### src/rtl/clock_pkg.sv
// rtl/clock_pkg.sv - shared constants for the timekeeping core
//
// Mode encoding of clk_mode, BCD limits of the two-digit counters and the
// power-on alarm time.
package clock_pkg;

    typedef enum logic [1:0] {
        MODE_RUN       = 2'd0,
        MODE_SET_TIME  = 2'd1,
        MODE_SET_ALARM = 2'd2,
        MODE_CONFIG    = 2'd3
    } mode_e;

    localparam int MIN_MODULO  = 60;
    localparam int HOUR_MODULO = 24;

    localparam logic [7:0] BCD_MAX_MIN  = 8'h59;
    localparam logic [7:0] BCD_MAX_HOUR = 8'h23;

    localparam logic [15:0] ALARM_RESET = 16'h0600;

endpackage

### src/rtl/bcd_mod_counter.sv
// rtl/bcd_mod_counter.sv - two-digit BCD modulo counter with carry and clear
//
// Ports:
//   clk, rst_n   clock, asynchronous active-low reset (loads RESET_VAL)
//   clr          synchronous clear to 00, wins over inc
//   inc          advance by one this cycle
//   value        current count, {tens, units} BCD
//   next_value   value that will be loaded on the next edge
//   carry        high in the cycle an increment wraps MODULO-1 -> 00
module bcd_mod_counter #(
    parameter int         MODULO    = 60,
    parameter logic [7:0] RESET_VAL = 8'h00
) (
    input  logic       clk,
    input  logic       rst_n,
    input  logic       clr,
    input  logic       inc,
    output logic [7:0] value,
    output logic [7:0] next_value,
    output logic       carry
);

    localparam logic [3:0] MAX_TENS  = 4'((MODULO - 1) / 10);
    localparam logic [3:0] MAX_UNITS = 4'((MODULO - 1) % 10);

    always_comb begin
        carry      = inc && !clr && (value == {MAX_TENS, MAX_UNITS});
        next_value = value;
        if (clr) begin
            next_value = 8'h00;
        end else if (inc) begin
            if (carry) begin
                next_value = 8'h00;
            end else if (value[3:0] == 4'd9) begin
                next_value = {value[7:4] + 4'd1, 4'd0};
            end else begin
                next_value = {value[7:4], value[3:0] + 4'd1};
            end
        end
    end

    always_ff @(posedge clk or negedge rst_n) begin
        if (!rst_n) begin
            value <= RESET_VAL;
        end else begin
            value <= next_value;
        end
    end

endmodule

### src/rtl/time_keeper.sv
// rtl/time_keeper.sv - 24-hour BCD clock with settable time, alarm and ring
//
// Ports:
//   mclk        main clock, MFREQ_KHZ kHz
//   rst         asynchronous active-low reset
//   clk_mode    0 run, 1 set time, 2 set alarm, 3 config
//   vButton     one-cycle presses: [0] minutes / toggle, [1] hours
//   time_bcd    {H1,H0,M1,M0,S1,S0}
//   alarm_bcd   {H1,H0,M1,M0}
//   alarm_en    alarm armed
//   alarm_ring  high while ringing
//   sec_tick    one-cycle pulse in the cycle a new time_bcd first shows
module time_keeper
    import clock_pkg::*;
#(
    parameter int MFREQ_KHZ = 1,
    parameter int RING_SEC  = 60
) (
    input  logic        mclk,
    input  logic        rst,
    input  logic [1:0]  clk_mode,
    input  logic [1:0]  vButton,
    output logic [23:0] time_bcd,
    output logic [15:0] alarm_bcd,
    output logic        alarm_en,
    output logic        alarm_ring,
    output logic        sec_tick
);

    localparam logic [31:0] PRESC_TC  = 32'(MFREQ_KHZ * 1000 - 1);
    localparam logic [7:0]  RING_LOAD = 8'(RING_SEC);

    logic [31:0] presc;
    logic [1:0]  prev_mode;
    logic [7:0]  ring_cnt;

    logic in_set_time, in_set_alarm, in_config;
    logic leave_set_time, enter_set_time;
    logic advance, trigger, ring_stop;

    logic [7:0] sec_val, min_val, hr_val, amin_val, ahr_val;
    logic [7:0] sec_next, min_next, hr_next, amin_next, ahr_next;
    logic       sec_carry, min_carry, hr_carry, amin_carry, ahr_carry;
    logic       unused_bits;

    assign in_set_time    = (clk_mode == MODE_SET_TIME);
    assign in_set_alarm   = (clk_mode == MODE_SET_ALARM);
    assign in_config      = (clk_mode == MODE_CONFIG);
    assign leave_set_time = (prev_mode == MODE_SET_TIME) && !in_set_time;
    assign enter_set_time = in_set_time && (prev_mode != MODE_SET_TIME);

    // The prescaler is parked at 0 while setting time, so the first advance
    // after leaving set-time mode is a full second later.
    assign advance = !in_set_time && (presc == PRESC_TC);

    always_ff @(posedge mclk or negedge rst) begin
        if (!rst) begin
            presc     <= '0;
            prev_mode <= MODE_RUN;
            sec_tick  <= 1'b0;
        end else begin
            prev_mode <= clk_mode;
            sec_tick  <= advance;
            if (in_set_time || leave_set_time || advance) begin
                presc <= '0;
            end else begin
                presc <= presc + 32'd1;
            end
        end
    end

    // Time chain. Carries only cascade on a real advance, so a minutes
    // wrap made by a button press never touches the hours.
    bcd_mod_counter #(.MODULO(MIN_MODULO), .RESET_VAL(8'h00)) u_sec (
        .clk(mclk), .rst_n(rst), .clr(leave_set_time), .inc(advance),
        .value(sec_val), .next_value(sec_next), .carry(sec_carry)
    );

    bcd_mod_counter #(.MODULO(MIN_MODULO), .RESET_VAL(8'h00)) u_min (
        .clk(mclk), .rst_n(rst), .clr(1'b0),
        .inc(sec_carry || (in_set_time && vButton[0])),
        .value(min_val), .next_value(min_next), .carry(min_carry)
    );

    bcd_mod_counter #(.MODULO(HOUR_MODULO), .RESET_VAL(8'h00)) u_hr (
        .clk(mclk), .rst_n(rst), .clr(1'b0),
        .inc((sec_carry && min_carry) || (in_set_time && vButton[1])),
        .value(hr_val), .next_value(hr_next), .carry(hr_carry)
    );

    bcd_mod_counter #(.MODULO(MIN_MODULO), .RESET_VAL(ALARM_RESET[7:0])) u_amin (
        .clk(mclk), .rst_n(rst), .clr(1'b0),
        .inc(in_set_alarm && vButton[0]),
        .value(amin_val), .next_value(amin_next), .carry(amin_carry)
    );

    bcd_mod_counter #(.MODULO(HOUR_MODULO), .RESET_VAL(ALARM_RESET[15:8])) u_ahr (
        .clk(mclk), .rst_n(rst), .clr(1'b0),
        .inc(in_set_alarm && vButton[1]),
        .value(ahr_val), .next_value(ahr_next), .carry(ahr_carry)
    );

    assign time_bcd  = {hr_val, min_val, sec_val};
    assign alarm_bcd = {ahr_val, amin_val};

    // Hour carries and the look-ahead of the non-compared counters are
    // intentionally left unused.
    assign unused_bits = ^{hr_carry, amin_carry, ahr_carry, sec_next, amin_next, ahr_next};

    always_ff @(posedge mclk or negedge rst) begin
        if (!rst) begin
            alarm_en <= 1'b0;
        end else if (in_config && vButton[0]) begin
            alarm_en <= !alarm_en;
        end
    end

    // Match is judged on the value the advance is about to load: seconds
    // wrapping to 00 and the look-ahead minutes/hours equal to the alarm.
    assign trigger   = advance && sec_carry && alarm_en &&
                       ({hr_next, min_next} == alarm_bcd);
    assign ring_stop = (|vButton) || enter_set_time || !alarm_en;

    always_ff @(posedge mclk or negedge rst) begin
        if (!rst) begin
            alarm_ring <= 1'b0;
            ring_cnt   <= '0;
        end else if (ring_stop) begin
            alarm_ring <= 1'b0;
            ring_cnt   <= '0;
        end else if (trigger) begin
            alarm_ring <= 1'b1;
            ring_cnt   <= RING_LOAD;
        end else if (alarm_ring && advance) begin
            if (ring_cnt <= 8'd1) begin
                alarm_ring <= 1'b0;
                ring_cnt   <= '0;
            end else begin
                ring_cnt <= ring_cnt - 8'd1;
            end
        end
    end

endmodule

### config.mk
export PLATFORM = sky130hd
export DESIGN_NAME = time_keeper
export DESIGN_NICKNAME = d
export VERILOG_FILES = /design/src/rtl/clock_pkg.sv /design/src/rtl/bcd_mod_counter.sv /design/src/rtl/time_keeper.sv
export SDC_FILE = /design/constraint.sdc
export NUM_CORES = 1
export LEC_CHECK = 0
export BUFFER_PORTS_ARGS = -buffer_cell sky130_fd_sc_hd__buf_2
export CELL_PAD_IN_SITES_DETAIL_PLACEMENT = 0
export CELL_PAD_IN_SITES_GLOBAL_PLACEMENT = 2
export CORE_MARGIN = 2
export CORE_UTILIZATION = 37
export DETAILED_ROUTE_END_ITERATION = 10
export MAX_ROUTING_LAYER = met4
export PLACE_DENSITY_LB_ADDON = 0.1
export SLEW_MARGIN = 20
export SYNTH_ARGS = -nofsm -noshare
export SYNTH_HDL_FRONTEND = slang
export SYNTH_SLANG_ARGS = --single-unit
### constraint.sdc
create_clock -name mclk -period 4 [get_ports mclk]
set_clock_uncertainty 0.1 [all_clocks]
set_input_delay 1.2 -clock mclk [delete_from_list [all_inputs] [get_ports mclk]]
set_output_delay 1.2 -clock mclk [all_outputs]
set_load 0.1 [all_outputs]
==> run summary <==
outcome: finished clean
DRT iter0 DRCs: 292
Arr. time, crit path: 3.79 ns
Worst R2R Path Depth: 10
CTS clk-pin slew, worst paths: 0.06 ns
all-layer global routing usage: 0.198
Crit path max-delay family: simple AND/OR/NAND/NOR gates
YS warnings: 0
Reg area: 2130 um2
Post-DP HPWL: 9990 um
CTS tree: built
Die Width: 123 um
top_reg_cell synth: dfrtp_1
Syn Nets: 617
clk buf depth: 2
final core utilization: 0.436
Post-DRT Antenna Nets: 0
post-synthesis instance total: 588
# rows: 43
#FFs+latches synth: 85
P_int: 1.86 mW
Final setup viols: 0
post-synthesis sequential area ratio: 0.405
Max Cap Violations: 0
die height: 123 um
Peak VDD IR: 270 uV
Final Slew Violations: 0
Synth area leader: dfrtp_1
initial antenna violation count: 0
post-CTS setup repair buffer count: 0
clock sink total: 85
# IOs: 49
Worst Path Required: 4.19 ns
clk root buf: clkbuf_16
FFs w/ async S/R, synth: 1.00
Synth Cell Area: 5260 um2
launch point of the worst path: clk_mode[0]
total grt overflow: 0
vias per cell: 5.37
vias in the first global route: 4,307
WS Path Type: in -> reg
reg2reg setup slack: 0.49 ns
port bufs: 48
critical path depth in cells: 11
Final Critical Period: 3.61 ns
Core ar.: 13,900 um2
DRT Wirelength: 13,600 um
final hold vios: 0
layout cells sized above 1: 0.164
# DRC: 0
Clock power frac: 0.206
fill count: 1,417
Crit-path slowest cell: or3_1
number of diodes: 0
Syn-to-layout area delta: 15.2%
Comb pwr share: 0.468
fin crit share: 0.902
CP endpoint kind: flip-flop
largest net degree at the start of global routing: 44
CP startpoint kind: input pin
worst path bufs/invs: 2
post-synth top area share: 0.395
RSZ-0062 raised after global routing: false
worst-margin pin slew: 0.646 ns
drt pass-1 iters: 5
die area: 15,200 um2
Resize count post-CTS: 0
Pwr Density: 631 nW/um2
first-pass GRT wire length: 22,600 um
chain of cells forming the critical path: buf_2 > nand2b_1 > nand3_1 > or3_1 > buf_4 > nor4_1 > o21ai_1 > a311oi_1 > nand4_1 > o41ai_1 > a21o_1
crit-path max cell delay: 0.46 ns
Slew HR: 0.565
syn avg cell area: 8.94 um2
Worst R2R Start: u_min.value[0]
sequential share of power: 0.326
switching share of power: 0.513
total CTS buffers: 9
Multi-input gate area: 2990 um2
crit path max fanout: 4
DR WL/cell: 16.4 um
P_leak: 2.77 nW
Yosys cell types: 72
Initial Utilization: 0.379
worst-skew pair later-pin latency: 0.35 ns
r2r endpoint: ring_cnt[2]
top cells by area, synth: dfrtp_1 (40%), nor2_1 (5.9%), ha_1 (5.5%), nand2_1 (3.9%), xor2_1 (3.7%)
net switching power: 1.96 mW
Critical Path Sink: ring_cnt[2]
GP Congestion: 0.821
worst hold path class: reg -> reg
number of enable flip-flop cells after synthesis: 0
cts hold-fix bufs: 0
f_max: 0.277 GHz
post-layout net count: 676
H-tree depth: 3
routed vias: 4,471
setup_tns: 0 ns
synthesized netlist by cell type, types with 8 or more instances:
| cell type | n |
|---|---|
| ha_1 | 23 |
| o21ai_0 | 32 |
| dfrtp_1 | 83 |
| nand2_1 | 54 |
| nor2_1 | 83 |
| nand3_1 | 32 |
| nand4_1 | 10 |
| a31oi_1 | 10 |
| nor3_1 | 20 |
| xnor2_1 | 19 |
| a21oi_1 | 25 |
| and3_1 | 9 |
| clkbuf_1 | 9 |
| a21o_1 | 8 |
| inv_1 | 19 |
| xor2_1 | 22 |
how the worst min path moves through the flow:
stage          cells past startpoint      from       end
2_1_floorplan                      1  presc[0]  presc[0]
3_3_place_gp                       1  presc[0]  presc[0]
3_5_place_dp                       1  presc[0]  presc[0]
4_1_cts                            1  presc[0]  presc[0]
5_1_grt                            1  presc[0]  presc[0]
6_report                           1  presc[0]  presc[0]
stage by stage:
step,area (um2),instances,hold slack [ns],setup WS [ns],total power [mW]
after global placement,5770,816,0.340,0.119,3.05
after CTS,6050,832,0.355,0.407,3.85
after global routing,6050,832,0.380,0.198,4.04
after floorplan,5260,588,0.325,0.116,2.67
after detailed placement,5770,816,0.346,0.0805,3.05
final,6050,832,0.354,0.394,3.82
layer usage:
metal  track usage  wire, um
met1         0.248      6300
met5             -         0
met2         0.319      6620
met3        0.0387       441
met4        0.0682       269
flip-flops by register name, summed over array words and instances, names as in the netlist, 2 cells and up:
register / cells
presc: 32
ring_cnt: 8
u_ahr.value: 8
u_amin.value: 8
u_hr.value: 8
u_min.value: 8
u_sec.value: 8
prev_mode: 2
area by class of cell:
class,count,share of cell area
Timing Repair Buffer,63,0.0587
Clock inverter,5,0.00579
Inverter,20,0.0124
Sequential cell,85,0.352
Multi-Input combinational cell,468,0.494
Clock buffer,11,0.0401
Tap cell,180,0.0372
cell families (layout without fill, tap and decap cells):
logic type,count (synthesis),count (layout),synth area share
and+or+nand+nor,278,278,0.271
AOI/OAI and AO/OA,119,119,0.155
DFF,85,85,0.405
xor gates and xnor gates,42,42,0.0726
buffers and inverters,35,99,0.0260
adders and majority gates,23,23,0.0548
muxes,6,6,0.0148
worst register-to-register path, cell delays in order, from the launching register on:
cell and delay, ns:
dfrtp_1 0.51, ha_1 0.24, and3b_1 0.42, nand2_1 0.23
nor3_1 0.28, a21oi_1 0.17, or3_1 0.42, a21boi_0 0.23
o2111ai_2 0.21, o41ai_1 0.47, a21o_1 0.17
power by group through the flow:
stage | logic (mW) | registers, mW | clock network, mW
4_1_cts | 1.79 | 1.24 | 0.815
2_1_floorplan | 0.679 | 1.99 | 0
6_report | 1.79 | 1.25 | 0.788
5_1_grt | 1.92 | 1.27 | 0.851
3_3_place_gp | 1.80 | 1.26 | 0
3_5_place_dp | 1.79 | 1.26 | 0
cells in the final DEF (no fill, tap or decap), types with 3 or more instances in the layout:
cell type,instances
nor2_1,83
nor3_1,20
buf_4,16
nand4_1,10
dfrtp_1,83
o22ai_1,4
o41ai_1,3
xor2_1,22
or2_2,6
ha_1,23
mux2_2,4
nand3b_1,3
and3b_1,7
nor4_1,7
a31oi_1,10
o21ai_0,32
nor2b_1,7
and3_1,9
nand2b_1,7
buf_2,47
and2_1,7
and4_1,4
a21o_1,8
clkbuf_16,9
nand2_1,54
xnor2_1,19
o31ai_1,4
or3_1,7
o211ai_1,3
a21boi_0,4
inv_1,19
nand3_1,32
a21oi_1,25
(Power assumes the default switching activity.)
